===== config.mk =====
export PLATFORM = sky130hd
export DESIGN_NAME = warp_inst_issuer
export DESIGN_NICKNAME = d
export VERILOG_FILES = /design/src/rtl/warp_inst_issuer.sv
export SDC_FILE = /design/constraint.sdc
export NUM_CORES = 1
export LEC_CHECK = 0
export CAP_MARGIN = 20
export CORE_MARGIN = 4
export CORE_UTILIZATION = 35
export CTS_BUF_LIST = sky130_fd_sc_hd__clkbuf_8 sky130_fd_sc_hd__clkbuf_16
export CTS_CLUSTER_SIZE = 14
export DETAILED_ROUTE_END_ITERATION = 6
export GPL_ROUTABILITY_DRIVEN = 0
export GPL_TIMING_DRIVEN = 0
export PLACE_DENSITY = 0.75
export SKIP_CTS_REPAIR_TIMING = 1
export SLEW_MARGIN = 20
export SYNTH_ARGS = -nofsm -noshare
export SYNTH_HDL_FRONTEND = slang
export SYNTH_SLANG_ARGS = --single-unit

===== constraint.sdc =====
create_clock -name i_clk -period 2 [get_ports i_clk]
set_input_delay 0.6 -clock i_clk [delete_from_list [all_inputs] [get_ports i_clk]]
set_output_delay 0.6 -clock i_clk [all_outputs]
set_load 0.03 [all_outputs]

===== src/rtl/warp_inst_issuer.sv =====
// -----------------------------------------------------------------------------
// warp_inst_issuer
//
// Accepts one warp at a time, then issues its instructions (pc 0 .. n_inst-1)
// to the SIMD stage, keeping at most MAX_OUT instructions in flight between
// issue and commit. When every instruction of the warp has been committed a
// single-cycle done pulse carries the warp id back to the scheduler.
//
// Ports
//   i_clk, i_rst        clock, synchronous active-high reset
//   warp_rdy/warp_ack   warp request handshake (ack only while idle)
//   i_wid, i_bofs,      warp payload: id, block offsets, accumulation
//   i_aofs, i_n_inst    offsets, instruction count (clamped to N_INST)
//   inst_rdy/inst_ack   instruction issue handshake towards the SIMD stage
//   o_pc, o_wid,        issued instruction: pc, warp id and the offsets
//   o_bofs, o_aofs      latched with the warp
//   inst_commit_dval    one pulse per committed instruction
//   warp_done_dval      one-cycle pulse when the warp is fully committed
//   o_done_wid          warp id qualified by warp_done_dval
//   o_err               sticky: a commit arrived with nothing outstanding
//
// Offsets are carried as flat vectors of VDIM lanes of WBW bits each.
// -----------------------------------------------------------------------------
module warp_inst_issuer #(
  parameter int WBW      = 16,
  parameter int VDIM     = 6,
  parameter int N_INST   = 8,
  parameter int MAX_WARP = 4,
  parameter int MAX_OUT  = 4,
  localparam int INST_BW = $clog2(N_INST + 1),
  localparam int WID_BW  = (MAX_WARP > 1) ? $clog2(MAX_WARP) : 1,
  localparam int OUT_BW  = $clog2(MAX_OUT + 1),
  localparam int OFS_BW  = WBW * VDIM
) (
  input  logic               i_clk,
  input  logic               i_rst,
  input  logic               warp_rdy,
  output logic               warp_ack,
  input  logic [WID_BW-1:0]  i_wid,
  input  logic [OFS_BW-1:0]  i_bofs,
  input  logic [OFS_BW-1:0]  i_aofs,
  input  logic [INST_BW-1:0] i_n_inst,
  output logic               inst_rdy,
  input  logic               inst_ack,
  output logic [INST_BW-1:0] o_pc,
  output logic [WID_BW-1:0]  o_wid,
  output logic [OFS_BW-1:0]  o_bofs,
  output logic [OFS_BW-1:0]  o_aofs,
  input  logic               inst_commit_dval,
  output logic               warp_done_dval,
  output logic [WID_BW-1:0]  o_done_wid,
  output logic               o_err
);

  typedef enum logic [1:0] {
    ST_IDLE  = 2'd0,
    ST_ISSUE = 2'd1,
    ST_DRAIN = 2'd2,
    ST_DONE  = 2'd3
  } state_t;

  state_t               r_state;
  state_t               w_next_state;
  logic [INST_BW-1:0]   r_pc;
  logic [INST_BW-1:0]   r_hold_pc;
  logic [INST_BW-1:0]   r_n_inst;
  logic [WID_BW-1:0]    r_wid;
  logic [OFS_BW-1:0]    r_bofs;
  logic [OFS_BW-1:0]    r_aofs;
  logic [OUT_BW-1:0]    r_out;
  logic                 r_err;

  logic                 w_warp_take;
  logic                 w_inst_avail;
  logic                 w_done;
  logic                 w_inst_fire;
  logic [INST_BW-1:0]   w_pc_inc;
  logic [INST_BW-1:0]   w_n_clamped;
  logic [OUT_BW-1:0]    w_out_next;
  logic                 w_underflow;

  assign w_pc_inc = r_pc + {{(INST_BW-1){1'b0}}, 1'b1};

  // Clamp the requested instruction count to what a warp may hold.
  always_comb begin
    w_n_clamped = i_n_inst;
    if (i_n_inst > INST_BW'(N_INST)) begin
      w_n_clamped = INST_BW'(N_INST);
    end else begin
      w_n_clamped = i_n_inst;
    end
  end

  // Next-state and handshake decode of the issue FSM.
  always_comb begin
    w_next_state = r_state;
    w_warp_take  = 1'b0;
    w_inst_avail = 1'b0;
    w_done       = 1'b0;
    case (r_state)
      ST_IDLE: begin
        if (warp_rdy) begin
          w_warp_take = 1'b1;
          // A zero-length warp has nothing to issue; go straight to waiting.
          if (w_n_clamped == {INST_BW{1'b0}}) begin
            w_next_state = ST_DRAIN;
          end else begin
            w_next_state = ST_ISSUE;
          end
        end else begin
          w_next_state = ST_IDLE;
        end
      end
      ST_ISSUE: begin
        w_inst_avail = (r_out < OUT_BW'(MAX_OUT));
        if (w_inst_avail && inst_ack && (w_pc_inc == r_n_inst)) begin
          w_next_state = ST_DRAIN;
        end else begin
          w_next_state = ST_ISSUE;
        end
      end
      ST_DRAIN: begin
        if (r_out == {OUT_BW{1'b0}}) begin
          w_next_state = ST_DONE;
        end else begin
          w_next_state = ST_DRAIN;
        end
      end
      ST_DONE: begin
        w_done       = 1'b1;
        w_next_state = ST_IDLE;
      end
      default: begin
        w_next_state = ST_IDLE;
      end
    endcase
  end

  // Handshake outputs are forced low while reset is applied, so nothing is
  // offered or accepted during the reset cycle whatever state it interrupts.
  assign warp_ack       = w_warp_take & ~i_rst;
  assign inst_rdy       = w_inst_avail & ~i_rst;
  assign warp_done_dval = w_done & ~i_rst;
  assign w_inst_fire    = inst_rdy & inst_ack;

  // Outside ISSUE the pc output keeps the last pc that was presented.
  assign o_pc       = i_rst ? {INST_BW{1'b0}} :
                      ((r_state == ST_ISSUE) ? r_pc : r_hold_pc);
  assign o_wid      = i_rst ? {WID_BW{1'b0}} : r_wid;
  assign o_done_wid = i_rst ? {WID_BW{1'b0}} : r_wid;
  assign o_bofs     = i_rst ? {OFS_BW{1'b0}} : r_bofs;
  assign o_aofs     = i_rst ? {OFS_BW{1'b0}} : r_aofs;
  assign o_err      = r_err;

  // Outstanding-count update: an issue and a commit in the same cycle cancel;
  // a lone commit with nothing outstanding is an underflow and saturates at 0.
  always_comb begin
    w_out_next  = r_out;
    w_underflow = 1'b0;
    if (w_inst_fire && inst_commit_dval) begin
      w_out_next = r_out;
    end else if (w_inst_fire) begin
      w_out_next = r_out + {{(OUT_BW-1){1'b0}}, 1'b1};
    end else if (inst_commit_dval) begin
      if (r_out == {OUT_BW{1'b0}}) begin
        w_underflow = 1'b1;
      end else begin
        w_out_next = r_out - {{(OUT_BW-1){1'b0}}, 1'b1};
      end
    end else begin
      w_out_next = r_out;
    end
  end

  // FSM state register.
  always_ff @(posedge i_clk) begin
    if (i_rst) begin
      r_state <= ST_IDLE;
    end else begin
      r_state <= w_next_state;
    end
  end

  // Warp payload latch, taken on the accepting cycle.
  always_ff @(posedge i_clk) begin
    if (i_rst) begin
      r_wid    <= {WID_BW{1'b0}};
      r_bofs   <= {OFS_BW{1'b0}};
      r_aofs   <= {OFS_BW{1'b0}};
      r_n_inst <= {INST_BW{1'b0}};
    end else if (warp_ack) begin
      r_wid    <= i_wid;
      r_bofs   <= i_bofs;
      r_aofs   <= i_aofs;
      r_n_inst <= w_n_clamped;
    end
  end

  // Program counter: cleared per warp, advanced by each accepted issue.
  always_ff @(posedge i_clk) begin
    if (i_rst) begin
      r_pc <= {INST_BW{1'b0}};
    end else if (warp_ack) begin
      r_pc <= {INST_BW{1'b0}};
    end else if (w_inst_fire) begin
      r_pc <= w_pc_inc;
    end
  end

  // Remember the pc shown during ISSUE so it can be held afterwards.
  always_ff @(posedge i_clk) begin
    if (i_rst) begin
      r_hold_pc <= {INST_BW{1'b0}};
    end else if (r_state == ST_ISSUE) begin
      r_hold_pc <= r_pc;
    end
  end

  // Outstanding counter and sticky underflow flag.
  always_ff @(posedge i_clk) begin
    if (i_rst) begin
      r_out <= {OUT_BW{1'b0}};
      r_err <= 1'b0;
    end else begin
      r_out <= w_out_next;
      if (w_underflow) begin
        r_err <= 1'b1;
      end
    end
  end

endmodule


==> impl_metrics.ini <==
[outcome]
status = finished with violations
violations = setup timing

[global_routing]
grt_overflow = 0
grt_pass1_wl_mm = 40.7
antenna_found_initial = 2
track_usage_pct = 20.4
grt_pass1_vias = 7419
grt_max_degree = 14

[sta]
worstMarginPinSlew_ns = 0.700
max_clock_freq_ghz = 0.439
fin_skew_ns = 0.0167
fin_crit_ns = 2.28
setup_viol = 134
fin_ws_ns = -0.276
max_slew_margin_pct = 53.3
finalMaxSlewViolations = 0
grt_setup_unrepaired = yes
post-route-period-util_pct = 114
fin_tns_setup_ns = -11.59
hold_viol = 0

[clock_network]
clkSinkCount = 212
cts_buffers = 24
clockRootBuffer = clkbuf_16
cts_buffer_depth = 3
clkSlewWorstSetupHoldPaths_ns = 0.06
cts_tree = yes
htreeDepth = 1
clk_latency_ns = 0.51

[drt]
num_vias = 7602
ant_nets = 0
totalWireLength_mm = 30.2
drc = 0
firstDrtPassIters = 4
routedWlPerCell_um = 19.7
via_per_inst = 4.97
first_iter_violations = 386

[cells_and_area]
fin_nets = 1439
areaGrowthSynthToFinish_pct = 89.8
fin_area_um2 = 15100
final_util_pct = 68.2
drive_gt1_share_pct = 43.4
final_cell_mix = dfxtp_1, clkdlybuf4s50_1, a22o_1
final_common_cell = dfxtp_1
n_fill_cell = 1653

[logic_synthesis]
synth_fp_nets = 952
ys_seq_elements = 212
yosys_warnings = 0
netlist_instances = 747
syn-mean-instance-area_um2 = 10.6
synth-compound-area-share_pct = 23.4
synth-xor-area-share_pct = 1.06
synthDominantCellAreaShare_pct = 53.4
yosysTopAreaCell = dfxtp_1
yosysUniqueCellTypes = 35
synthMuxAreaShare_pct = 0
ys_seq_area_share_pct = 53.4
synthAdderAreaFrac_pct = 0.410
synthSimpleGateAreaFrac_pct = 18.0
synth_top_family_by_area = compound AO/OA/AOI/OAI gates
synth_area_leaders = dfxtp_1, a22o_1, nor2b_1
synth_area_um2 = 7940

[setup_path]
critical_path_class = reg -> out
cp.arrival_ns = 1.68
cp-end-kind = primary output
reg2reg_depth = 6
worstPathMaxFanout = 7
startpoint_type = flip-flop
cp.required_ns = 1.40

[placement]
io_buffers = 406
dpl-instance-area_um2 = 13000
dp_hpwl_mm = 21.2
pre_cts_ws_ns = -1.61

[floorplan]
die_area_um2 = 25200
die_h_um = 159
core.rowCount = 54
coreArea_um2 = 22100
die_w_um = 159
ios = 407
start_util_pct = 35.9

[power_and_ir_drop]
ir_drop_uv = 389
power_density_nw_per_um2 = 785
total_power_uw = 11800
p_leak_uw = 0.00628

[min_path]
hp-class = reg -> reg
min_path_cells = 1

[flow_run]
max_cap_violations = 0
flip-flops by register name (all words and copies together) (netlist names):
| register | count |
|---|---|
| r_aofs | 96 |
| r_state | 2 |
| r_pc | 4 |
| r_wid | 2 |
| r_bofs | 96 |
| o_err | 1 |
| r_hold_pc | 4 |
| r_out | 3 |
| r_n_inst | 4 |
kinds of logic after synthesis:
group / after synthesis
buffers and inverters: 72
flip-flops: 212
AO/OA/AOI/OAI: 216
AND/OR/NAND/NOR: 237
XOR/XNOR: 8
adder cells (fa/ha/maj): 2
power by group:
part	switching, µW	leakage [µW]	total [µW]	internal (µW)
sequential	192	0.00174	4740	4550
combinational	1150	0.00413	2520	1370
clock	1760	0.000413	4570	2810
stage by stage:
| step | cells | hold WS, ns |
|---|---|---|
| 3_3_place_gp | 1433 | 0.448 |
| 4_1_cts | 1473 | 0.467 |
| 6_report | 1530 | 0.464 |
| 2_1_floorplan | 747 | 0.434 |
| 5_1_grt | 1530 | 0.479 |
| 3_5_place_dp | 1433 | 0.447 |
routing by layer:
| layer | GRT usage, % | routed length [µm] | part of all wire, % | vias to the layer above |
|---|---|---|---|---|
| li1 | - | - | - | 3637 |
| met1 | 23.4 | 11400 | 38 | 3600 |
| met2 | 35.2 | 15300 | 51 | 323 |
| met3 | 7.61 | 2970 | 9.8 | 42 |
| met4 | 6.74 | 583 | 1.9 | 0 |
| met5 | 0 | 0 | 0 | - |
final timing paths:
check                                start         to  slack [ns]
worst max-delay path            r_state[1]   inst_rdy       -0.28
worst min-delay path             r_bofs[8]  r_bofs[8]        0.46
worst max register to register  r_state[1]   r_out[1]        0.12
worst min register to register   r_bofs[8]  r_bofs[8]        0.46
cells in the mapped netlist, drive strengths merged:
cell	number
xor2	4
ha	1
nand3b	1
a21o	1
nor3	3
or3	1
o32ai	1
nor4	1
xnor3	1
fa	1
or2	1
dfxtp	212
buf	26
nand3	4
clkbuf	42
a22o	198
nor4b	1
nor2	10
clkinv	1
nand2b	1
or4b	1
a21oi	10
o21ai	2
nand4	1
a221oi	1
a31oi	2
inv	3
nand2	14
nor2b	197
or2b	1
o32a	1
xnor2	3
worst max-delay path: stages, from the launching register on:
cell      delay, ns
dfxtp_4        0.37
or4b_4         0.59
clkinv_8       0.08
buf_8          0.12
layout make-up:
cell class / count / area [µm²] / area share [%]
Clock inverter: 14 / 179 / 1.19
Tap cell: 280 / 350 / 2.32
Multi-Input combinational cell: 463 / 4420 / 29.3
Timing Repair Buffer: 461 / 4570 / 30.3
Antenna cell: 2 / 5.00 / 0.0332
Sequential cell: 212 / 4250 / 28.2
Clock buffer: 26 / 639 / 4.24
Inverter: 4 / 27.5 / 0.183
Buffer: 68 / 627 / 4.16
Power figures use the tool's default switching activity.
